==> src/rtl/tpu_pkg.sv <==
// Shared TPU datapath types: sequencer states, minifloat and
// accumulator widths, and the buffered operand pair layout.
package tpu_pkg;

  typedef enum logic [2:0] {
    CLEAR,
    RUN,
    RD_HI,
    RD_LO,
    DONE
  } seq_state_e;

  localparam int MF_W   = 8;
  localparam int ACC_W  = 32;
  localparam int HALF_W = 16;

  localparam logic [MF_W-1:0] MF_ZERO = 8'h00;

  typedef struct packed {
    logic [MF_W-1:0] a;
    logic [MF_W-1:0] b;
    logic            last;
  } pair_t;

endpackage

==> src/rtl/dot_sequencer_if.sv <==
// Operand stream in, result word out; the producer/consumer side
// is master, the sequencer is slave.
interface dot_sequencer_if #(
  parameter int LEN_W = 8
);
  import tpu_pkg::*;

  logic              s_valid;
  logic              s_ready;
  logic [MF_W-1:0]   s_a;
  logic [MF_W-1:0]   s_b;
  logic              s_last;

  logic              r_valid;
  logic              r_ready;
  logic [ACC_W-1:0]  r_data;
  logic [LEN_W-1:0]  r_count;
  logic              r_error;

  modport master (
    output s_valid, s_a, s_b, s_last, r_ready,
    input  s_ready, r_valid, r_data, r_count, r_error
  );

  modport slave (
    input  s_valid, s_a, s_b, s_last, r_ready,
    output s_ready, r_valid, r_data, r_count, r_error
  );

endinterface

==> src/rtl/sync_fifo.sv <==
// First-word-fall-through FIFO; full/empty derive from an
// occupancy count so all DEPTH slots are usable.
module sync_fifo #(
  parameter int WIDTH = 17,
  parameter int DEPTH = 16
) (
  input  logic             clk,
  input  logic             reset,
  input  logic             push,
  input  logic             pop,
  input  logic [WIDTH-1:0] wdata,
  output logic [WIDTH-1:0] rdata,
  output logic             full,
  output logic             empty
);
  localparam int AW = $clog2(DEPTH);

  logic [WIDTH-1:0] mem [DEPTH];
  logic [AW-1:0]    wr_ptr;
  logic [AW-1:0]    rd_ptr;
  logic [AW:0]      count;
  logic             do_push;
  logic             do_pop;

  assign full    = count == (AW+1)'(DEPTH);
  assign empty   = count == '0;
  assign do_push = push && !full;
  assign do_pop  = pop && !empty;
  assign rdata   = mem[rd_ptr];

  always_ff @(posedge clk) begin
    if (do_push) mem[wr_ptr] <= wdata;
  end

  always_ff @(posedge clk) begin
    if (reset) begin
      wr_ptr <= '0;
      rd_ptr <= '0;
      count  <= '0;
    end else begin
      if (do_push) wr_ptr <= wr_ptr + 1'b1;
      if (do_pop)  rd_ptr <= rd_ptr + 1'b1;
      unique case ({do_push, do_pop})
        2'b10:   count <= count + 1'b1;
        2'b01:   count <= count - 1'b1;
        default: count <= count;
      endcase
    end
  end

endmodule

==> src/rtl/dot_sequencer.sv <==
// Streams buffered operand pairs into the minifloat MAC, then reads
// the accumulator back in two halves as one result word.
module dot_sequencer
  import tpu_pkg::*;
#(
  parameter int DEPTH = 16,
  parameter int LEN_W = 8
) (
  input  logic              clk,
  input  logic              reset,
  dot_sequencer_if.slave    bus,
  output logic              mac_reset,
  output logic [MF_W-1:0]   mac_a,
  output logic [MF_W-1:0]   mac_b,
  output logic              mac_out_hl,
  input  logic [HALF_W-1:0] mac_out,
  input  logic              mac_error
);
  localparam int PW = $bits(pair_t);

  seq_state_e       state;
  seq_state_e       state_n;
  pair_t            in_pair;
  pair_t            head;
  logic             full;
  logic             empty;
  logic             push;
  logic             pop;
  logic [ACC_W-1:0] data_q;
  logic [LEN_W-1:0] count_q;
  logic             error_q;

  assign in_pair     = '{a: bus.s_a, b: bus.s_b, last: bus.s_last};
  assign bus.s_ready = !reset && !full;
  assign push        = bus.s_valid && bus.s_ready;
  assign pop         = !reset && state == RUN && !empty;

  sync_fifo #(
    .WIDTH (PW),
    .DEPTH (DEPTH)
  ) u_fifo (
    .clk   (clk),
    .reset (reset),
    .push  (push),
    .pop   (pop),
    .wdata (in_pair),
    .rdata (head),
    .full  (full),
    .empty (empty)
  );

  // Idle operands are zero so bubbles add nothing to the accumulator.
  assign mac_a       = pop ? head.a : MF_ZERO;
  assign mac_b       = pop ? head.b : MF_ZERO;
  assign mac_reset   = reset || state == CLEAR;
  assign mac_out_hl  = !reset && state == RD_HI;
  assign bus.r_valid = !reset && state == DONE;
  assign bus.r_data  = data_q;
  assign bus.r_count = count_q;
  assign bus.r_error = error_q;

  always_ff @(posedge clk) begin
    if (reset) state <= CLEAR;
    else       state <= state_n;
  end

  always_comb begin
    state_n = state;
    unique case (state)
      CLEAR:   state_n = RUN;
      RUN:     if (pop && head.last) state_n = RD_HI;
      RD_HI:   state_n = RD_LO;
      RD_LO:   state_n = DONE;
      DONE:    if (bus.r_ready) state_n = CLEAR;
      default: state_n = CLEAR;
    endcase
  end

  always_ff @(posedge clk) begin
    if (reset) begin
      data_q  <= '0;
      count_q <= '0;
      error_q <= 1'b0;
    end else begin
      unique case (state)
        CLEAR: begin
          count_q <= '0;
          error_q <= mac_error;
        end
        RUN: begin
          if (pop) count_q <= count_q + 1'b1;
          error_q <= error_q | mac_error;
        end
        RD_HI: begin
          data_q[ACC_W-1:HALF_W] <= mac_out;
          error_q <= error_q | mac_error;
        end
        RD_LO: begin
          data_q[HALF_W-1:0] <= mac_out;
          error_q <= error_q | mac_error;
        end
        default: ;
      endcase
    end
  end

endmodule

==> src/flat_wrapper.sv <==
// flat-port wrapper written by rule: the top's interface ports become plain ports
module dot_sequencer_flat import tpu_pkg::*;
#(
  parameter int DEPTH = 16,
  parameter int LEN_W = 8
)
  (clk, reset, mac_reset, mac_a, mac_b, mac_out_hl, mac_out, mac_error, bus_s_valid, bus_s_a, bus_s_b, bus_s_last, bus_r_ready, bus_s_ready, bus_r_valid, bus_r_data, bus_r_count, bus_r_error);
  dot_sequencer_if #(.LEN_W(LEN_W)) bus_i ();
  input  logic clk;
  input  logic reset;
  output logic mac_reset;
  output logic [MF_W-1:0] mac_a;
  output logic [MF_W-1:0] mac_b;
  output logic mac_out_hl;
  input  logic [HALF_W-1:0] mac_out;
  input  logic mac_error;
  input wire logic [$bits(bus_i.s_valid)-1:0] bus_s_valid;
  input wire logic [$bits(bus_i.s_a)-1:0] bus_s_a;
  input wire logic [$bits(bus_i.s_b)-1:0] bus_s_b;
  input wire logic [$bits(bus_i.s_last)-1:0] bus_s_last;
  input wire logic [$bits(bus_i.r_ready)-1:0] bus_r_ready;
  output wire logic [$bits(bus_i.s_ready)-1:0] bus_s_ready;
  output wire logic [$bits(bus_i.r_valid)-1:0] bus_r_valid;
  output wire logic [$bits(bus_i.r_data)-1:0] bus_r_data;
  output wire logic [$bits(bus_i.r_count)-1:0] bus_r_count;
  output wire logic [$bits(bus_i.r_error)-1:0] bus_r_error;
  assign bus_i.s_valid = bus_s_valid;
  assign bus_i.s_a = bus_s_a;
  assign bus_i.s_b = bus_s_b;
  assign bus_i.s_last = bus_s_last;
  assign bus_i.r_ready = bus_r_ready;
  assign bus_s_ready = bus_i.s_ready;
  assign bus_r_valid = bus_i.r_valid;
  assign bus_r_data = bus_i.r_data;
  assign bus_r_count = bus_i.r_count;
  assign bus_r_error = bus_i.r_error;
  dot_sequencer #(.DEPTH(DEPTH), .LEN_W(LEN_W)) u_core (.clk(clk), .reset(reset), .bus(bus_i), .mac_reset(mac_reset), .mac_a(mac_a), .mac_b(mac_b), .mac_out_hl(mac_out_hl), .mac_out(mac_out), .mac_error(mac_error));
endmodule
==> config.mk <==
export PLATFORM = sky130hd
export DESIGN_NAME = dot_sequencer_flat
export DESIGN_NICKNAME = d
export VERILOG_FILES = /design/src/rtl/tpu_pkg.sv /design/src/rtl/dot_sequencer_if.sv /design/src/rtl/sync_fifo.sv /design/src/rtl/dot_sequencer.sv /design/src/flat_wrapper.sv
export SDC_FILE = /design/constraint.sdc
export NUM_CORES = 1
export LEC_CHECK = 0
export ABC_CLOCK_PERIOD_IN_PS = 2900
export CORE_UTILIZATION = 45
export DETAILED_ROUTE_END_ITERATION = 8
export PLACE_DENSITY = 0.7
export SYNTH_ARGS = -nofsm -noshare
export SYNTH_HDL_FRONTEND = slang
export SYNTH_SLANG_ARGS = --single-unit
==> constraint.sdc <==
create_clock -name clk -period 2.9 [get_ports clk]
set_clock_uncertainty 0.05 [all_clocks]
set_input_delay 0.29 -clock clk [delete_from_list [all_inputs] [get_ports clk]]
set_output_delay 0.29 -clock clk [all_outputs]
set_load 0.005 [all_outputs]
# Yosys cells after proc, flatten, opt, wreduce, memory -nomap -nowiden
# Memories as Yosys holds them, arrays and structs flattened. A register that Yosys moved wholly into a read port is not among the register bits.
# Cells that the tools add are included.
[op_classes] n_addsub=5 eq_ne=10 bitwise=1 reduce_logical=21 n_mux=13
[ops] operator="$mux W8" n=3
[ops] operator="$pmux W8 S2" n=1
[ops] operator="$pmux W3 S5" n=1
[ops] operator="$pmux W5 S2" n=1
[ops] operator="$logic_and A1 B1 Y1" n=9
[ops] operator="$add A4 B1 Y4 const B" n=2
[ops] operator="$add A8 B1 Y8 const B" n=1
[ops] operator="$mux W4" n=2
[ops] operator="$eq A3 B2 Y1 const B" n=2
[ops] operator="$mux W3" n=2
[ops] operator="$reduce_bool A2 Y1" n=3
[ops] operator="$add A5 B1 Y5 const B" n=1
[ops] operator="$eq A5 B5 Y1 const B" n=1
[ops] operator="$logic_not A5 Y1" n=1
[ops] operator="$sub A5 B1 Y5 const B" n=1
[ops] operator="$ne A2 B2 Y1 const B" n=2
[ops] operator="$reduce_and A2 Y1" n=2
[ops] operator="$eq A3 B1 Y1 const B" n=1
[ops] operator="$eq A3 B3 Y1 const B" n=1
[ops] operator="$logic_not A1 Y1" n=3
[ops] operator="$logic_not A3 Y1" n=1
[ops] operator="$reduce_or A3 Y1" n=1
[ops] operator="$eq A2 B1 Y1 const B" n=1
[ops] operator="$eq A2 B2 Y1 const B" n=1
[ops] operator="5 further kinds" n=6
[word_totals] output_inout_bits=61 n_memories=1 ramBits=272 reg_bits=57
[memory_table] name="u_core.u_fifo.mem" depth=16 width=17 read_ports=1 rd_ports_with_merged_regs=1 wr=1 line="sync_fifo.sv:18" text="logic [WIDTH-1:0] mem [DEPTH];"

# Longest topological paths before layout
[depth] word_depth=7 mapped_depth=16

# Cells and area by module
# From an unflattened synthesis, not the netlist that was laid out.
[unflattened] cells_unflattened=776 area_unflattened_um2=13058.8
[by_module_without_submodules] mod="sync_fifo" area_per_inst_um2=11209.5 n_inst=1 cells_per_inst=544
[by_module_without_submodules] mod="dot_sequencer" area_per_inst_um2=1849.3 n_inst=1 cells_per_inst=232

# Worst setup path before layout
# OpenSTA, ideal clock, no wires.
[synth_timing] path_type="flip-flop to flip-flop" from="register u_core.u_fifo.count[0]" to="register u_core.u_fifo.count[4]" path_stages_with_launch=16 period_less_slack_ns=3.085 slack_ns=-0.185 required_ns=2.718 setup_ns=0.132 arrival_ns=2.903 cell_sequence="dfxtp_1 nor4_4 nand2b_4 nand3_4 or2_1 buf_4 buf_6 inv_1 ha_1 xor2_1 ha_1 a21oi_1 o22ai_1 a222oi_1 or3_1 a21oi_1"
[synth_via] word_cells_on_any_way=15 cone_classes="add/sub (2); eq/ne (3); mux (1); reduce/logical (9)"
[synth_lines] item="start, declared" line="sync_fifo.sv:21" text="logic [AW:0] count;"
[synth_lines] item="start signal, assigned" line="sync_fifo.sv:44" text="2'b10: count <= count + 1'b1;"
[synth_lines] item="start signal, assigned" line="sync_fifo.sv:45" text="2'b01: count <= count - 1'b1;"
[synth_lines] item="start signal, assigned" line="sync_fifo.sv:46" text="default: count <= count;"
[synth_lines] item="$logic_not A5 Y1 (*)" line="sync_fifo.sv:26" text="assign empty = count == '0;"
[synth_lines] item="$logic_not A1 Y1 (*)" line="sync_fifo.sv:28, dot_sequencer.sv:36"
[synth_lines] item="$logic_and A1 B1 Y1" line="dot_sequencer.sv:36" text="assign pop = !reset && state == RUN && !empty;"
[synth_lines] item="$logic_and A1 B1 Y1 (*)" line="sync_fifo.sv:28" text="assign do_pop = pop && !empty;"
[synth_lines] item="via u_core.u_fifo.do_pop" line="sync_fifo.sv:23" text="logic do_pop;"
[synth_lines] item="$eq A2 B1 Y1 or $eq A2 B2 Y1 (tied branches)" line="sync_fifo.sv:43" text="unique case ({do_push, do_pop})"
[synth_lines] item="$pmux W5 S2 or $reduce_bool A2 Y1 (tied branches)"
# The timed path passes the listed nets; every way through them passes the cells marked *.
# A chain may end at the register's enable or synchronous reset.

==> impl_metrics.env <==
export IMPL_critPathMaxStageDelay_ns=0.51
export IMPL_drt_pass1_iterations=5
export IMPL_synth_area_leaders="sky130_fd_sc_hd__edfxtp_1 (62%), sky130_fd_sc_hd__mux4_2 (11%), sky130_fd_sc_hd__dfxtp_1 (9.2%)"
export IMPL_finish_cell_count_without_fillers=1336
export IMPL_number_of_buffers_created_by_cts=35
export IMPL_synth_edff_count=272
export IMPL_detail_route_wl_per_cell_microns=21.25
export IMPL_netlist_top_cell_by_area="sky130_fd_sc_hd__edfxtp_1"
export IMPL_maxcap_violations=0
export IMPL_ys_seq_area_share_pct=71.09
export IMPL_post_route_cells_drive_above_1_share_pct=26.68
export IMPL_die_w_microns=173.3
export IMPL_remaining_drc_errors=0
export IMPL_critPathKind="reg2out"
export IMPL_wirelength_microns=28390
export IMPL_rows=62
export IMPL_placed_area_sq_mm=0.01500
export IMPL_synthesis_area_sq_mm=0.01321
export IMPL_cts_tree="done"
export IMPL_yosys_warnings=0
export IMPL_placeableCoreArea_sq_mm=0.02878
export IMPL_syn_num_nets=824
export IMPL_vias=7285
export IMPL_crit_fanout=6
export IMPL_worst_endpoint_required_ns=2.56
export IMPL_first_global_vias=7560
export IMPL_postLayoutSetupSlackWorst_ns=-0.01206
export IMPL_worst_slew_pin_transition_ns=0.7404
export IMPL_timing_hold_violations_final=0
export IMPL_finalWeightedCongestion=0.7660
export IMPL_final_design_instance_area_without_fill_sq_mm=0.01638
export IMPL_setup_violations_final=1
export IMPL_yosys_most_used_dff="sky130_fd_sc_hd__edfxtp_1"
export IMPL_placement_setup_worst_slack_ns=0.1915
export IMPL_timing_critical_path_arrival_ns=2.57
export IMPL_netlist_top_cells_count="sky130_fd_sc_hd__edfxtp_1 (272), sky130_fd_sc_hd__nand2_1 (75), sky130_fd_sc_hd__mux4_2 (64)"
export IMPL_period_needed_ns=2.912
export IMPL_cts_root_buffer="sky130_fd_sc_hd__clkbuf_16"
export IMPL_gr_total_overflow=0
export IMPL_design_power_total_mw=11.50
export IMPL_fillerInstances=2126
export IMPL_failed_checks="setup timing"
export IMPL_min_delay_path_class="in2reg"
export IMPL_h_tree_depth=2
export IMPL_synth_most_common_cell="sky130_fd_sc_hd__edfxtp_1"
export IMPL_cellPowerDensity_mw_per_mm2=702.3
export IMPL_clk_pin_slew_ns=0.06
export IMPL_switching_power_mw=2.840
export IMPL_initial_core_util_pct=45.89
export IMPL_cts_buffer_depth=3
export IMPL_vdd_ir_drop_worst_v=0.0005400
export IMPL_combPwrFrac_pct=16.4
export IMPL_globalRouteTotalUtil_pct=19.32
export IMPL_power_static_leakage_nw=5.371
export IMPL_ant_nets=0
export IMPL_power_share_clock_pct=36.6
export IMPL_cpMostUsedCell="sky130_fd_sc_hd__a211oi_2"
export IMPL_power_switching_fraction_pct=24.69
export IMPL_layout_nets=974
export IMPL_start_kind="flip-flop"
export IMPL_route_detailed_vias_per_inst=5.453
export IMPL_synthDistinctLibCells=55
export IMPL_antennaDiodeCount=0
export IMPL_multi_input_comb_area_sq_mm=0.003715
export IMPL_register_area_sq_mm=0.009402
export IMPL_dpl_hpwl_microns=17850
export IMPL_floorplan_die_area_sq_mm=0.03004
export IMPL_unrepaired_setup_endpoints_after_global_routing="true"
export IMPL_run_status="complete, but fails checks"
export IMPL_synth_async_sr_flop_share_pct=0
export IMPL_synth_top_cell_area_share_pct=61.84
export IMPL_postSynthRegisterBits=333
export IMPL_port_buffer_count=98
export IMPL_min_path_cells=2
export IMPL_detail_route_iter0_violations=615
export IMPL_number_of_antenna_violations_at_the_first_check_in_global_routing=0
export IMPL_placed_cells_incl_taps=1267
export IMPL_postSynthAreaPerCell_sq_um=17.00
export IMPL_worstPathCellList="buf_6, buf_16, mux4_2, a211oi_2, a211oi_2, clkdlybuf4s50_1"
export IMPL_die_height_microns=173.3
export IMPL_setup_tns_ns=-0.01206
export IMPL_post_route_period_util_pct=100.4
export IMPL_slowest_stage="sky130_fd_sc_hd__mux4_2"
export IMPL_global_route_wire_length_before_repair_microns=44330
export IMPL_largest_net_degree_at_the_start_of_global_routing=44
export IMPL_syn_inst=777
export IMPL_sequential_share_of_power_pct=46.9
export IMPL_insertion_delay_ns=0.53
export IMPL_reg2reg_path_depth=13
export IMPL_timing_final_max_slew_violations=0
export IMPL_maxSlewHeadroom_pct=50.49
export IMPL_flow_area_growth_from_synthesis_pct=24.02
export IMPL_max_clock_freq_mhz=343.4
export IMPL_tritoncts_sink_count=333
export IMPL_io_pin_count=99
export IMPL_cell_internal_pwr_mw=8.663
export IMPL_timing_critical_path_to_type="output port"
## through the flow
stage                     util (%)  hold slack [ns]
final                        56.91           0.1106
after global routing         56.91           0.1024
after CTS                    56.63          0.09196
after detailed placement     52.12           0.3975
after global placement       52.12           0.3915
after floorplan                  -           0.3389
## critical path, delay by kind of cell, from the launching register on
kind	cells	cell delay (ns)
DFF	1	0.43
buffers and inverters	3	0.77
muxes	1	0.51
AOI/OAI and AO/OA	2	0.35
## timing repair
| item | in CTS | in global routing |
|---|---|---|
| cloned | 2 | 0 |
| setup buffers | 5 | 0 |
| hold buffers | 0 | 0 |
| pin swaps | 0 | 4 |
| endpoints found under the setup margin | 16 | 13 |
| gates resized for setup | 30 | 22 |
## power groups by stage
stage               registers [mW]  clock network (mW)  logic [mW]
floorplan                     5.47                   0        1.18
global placement              5.49                   0        1.76
detailed placement            5.49                   0        1.78
CTS                           5.40                4.30        1.90
global route                  5.42                4.49        2.06
finish                        5.40                4.21        1.89
## layout make-up
class	count	area share, %
Timing Repair Buffer	162	10.05
Tap cell	384	2.933
Multi-Input combinational cell	383	22.68
Clock inverter	19	0.9472
Inverter	12	0.2750
Sequential cell	333	57.40
Clock buffer	43	5.721
## cell families (layout without fill, tap and decap cells)
| logic type | after synthesis | count (layout) | share of synthesized area, % |
|---|---|---|---|
| muxes | 92 | 92 | 13.04 |
| and+or+nand+nor | 167 | 167 | 6.177 |
| buffers and inverters | 61 | 236 | 2.368 |
| xor gates and xnor gates | 13 | 13 | 0.8621 |
| AOI/OAI and AO/OA | 102 | 102 | 5.608 |
| DFF | 333 | 333 | 71.09 |
| adders and majority gates | 9 | 9 | 0.8526 |
## final timing paths
check,slack [ns],endpoint,from
worst min-delay path,0.11,u_core.u_fifo.count[0],reset
worst max register to register,0.19,u_core.u_fifo.count[4],u_core.u_fifo.count[2]
worst min register to register,0.40,u_core.bus.r_data[22],u_core.bus.r_data[22]
worst max-delay path,-0.01,mac_a[2],flip-flop
## placed cells by master (no fill, tap or decap), drive strengths merged, types with 27 or more instances in the layout
cell	synthesis	final
a211oi	36	36
a21oi	42	42
buf	24	64
clkbuf	25	43
clkdlybuf4s50	0	82
dfxtp	61	61
edfxtp	272	272
mux2i	27	27
mux4	64	64
nand2	75	75
nor2	35	35
## per-layer routing
| layer | track usage, % | share of wire, % | vias to the layer above |
|---|---|---|---|
| met2 | 31.68 | 50 | 177 |
| li1 | - | - | 3331 |
| met5 | 0 | 0 | - |
| met3 | 3.728 | 4.9 | 51 |
| met4 | 6.674 | 2.5 | 0 |
| met1 | 25.90 | 43 | 3726 |
## flip-flops by register name, indices dropped and copies added, names as in the netlist, named ones only
signal and count:
u_core.bus.r_error 1, u_core.u_fifo.count 5, u_core.state 3, u_core.u_fifo.mem 272, u_core.bus.r_count 8, u_core.u_fifo.wr_ptr 4
u_core.u_fifo.rd_ptr 4, u_core.bus.r_data 32
Power figures use the tool's default switching activity.
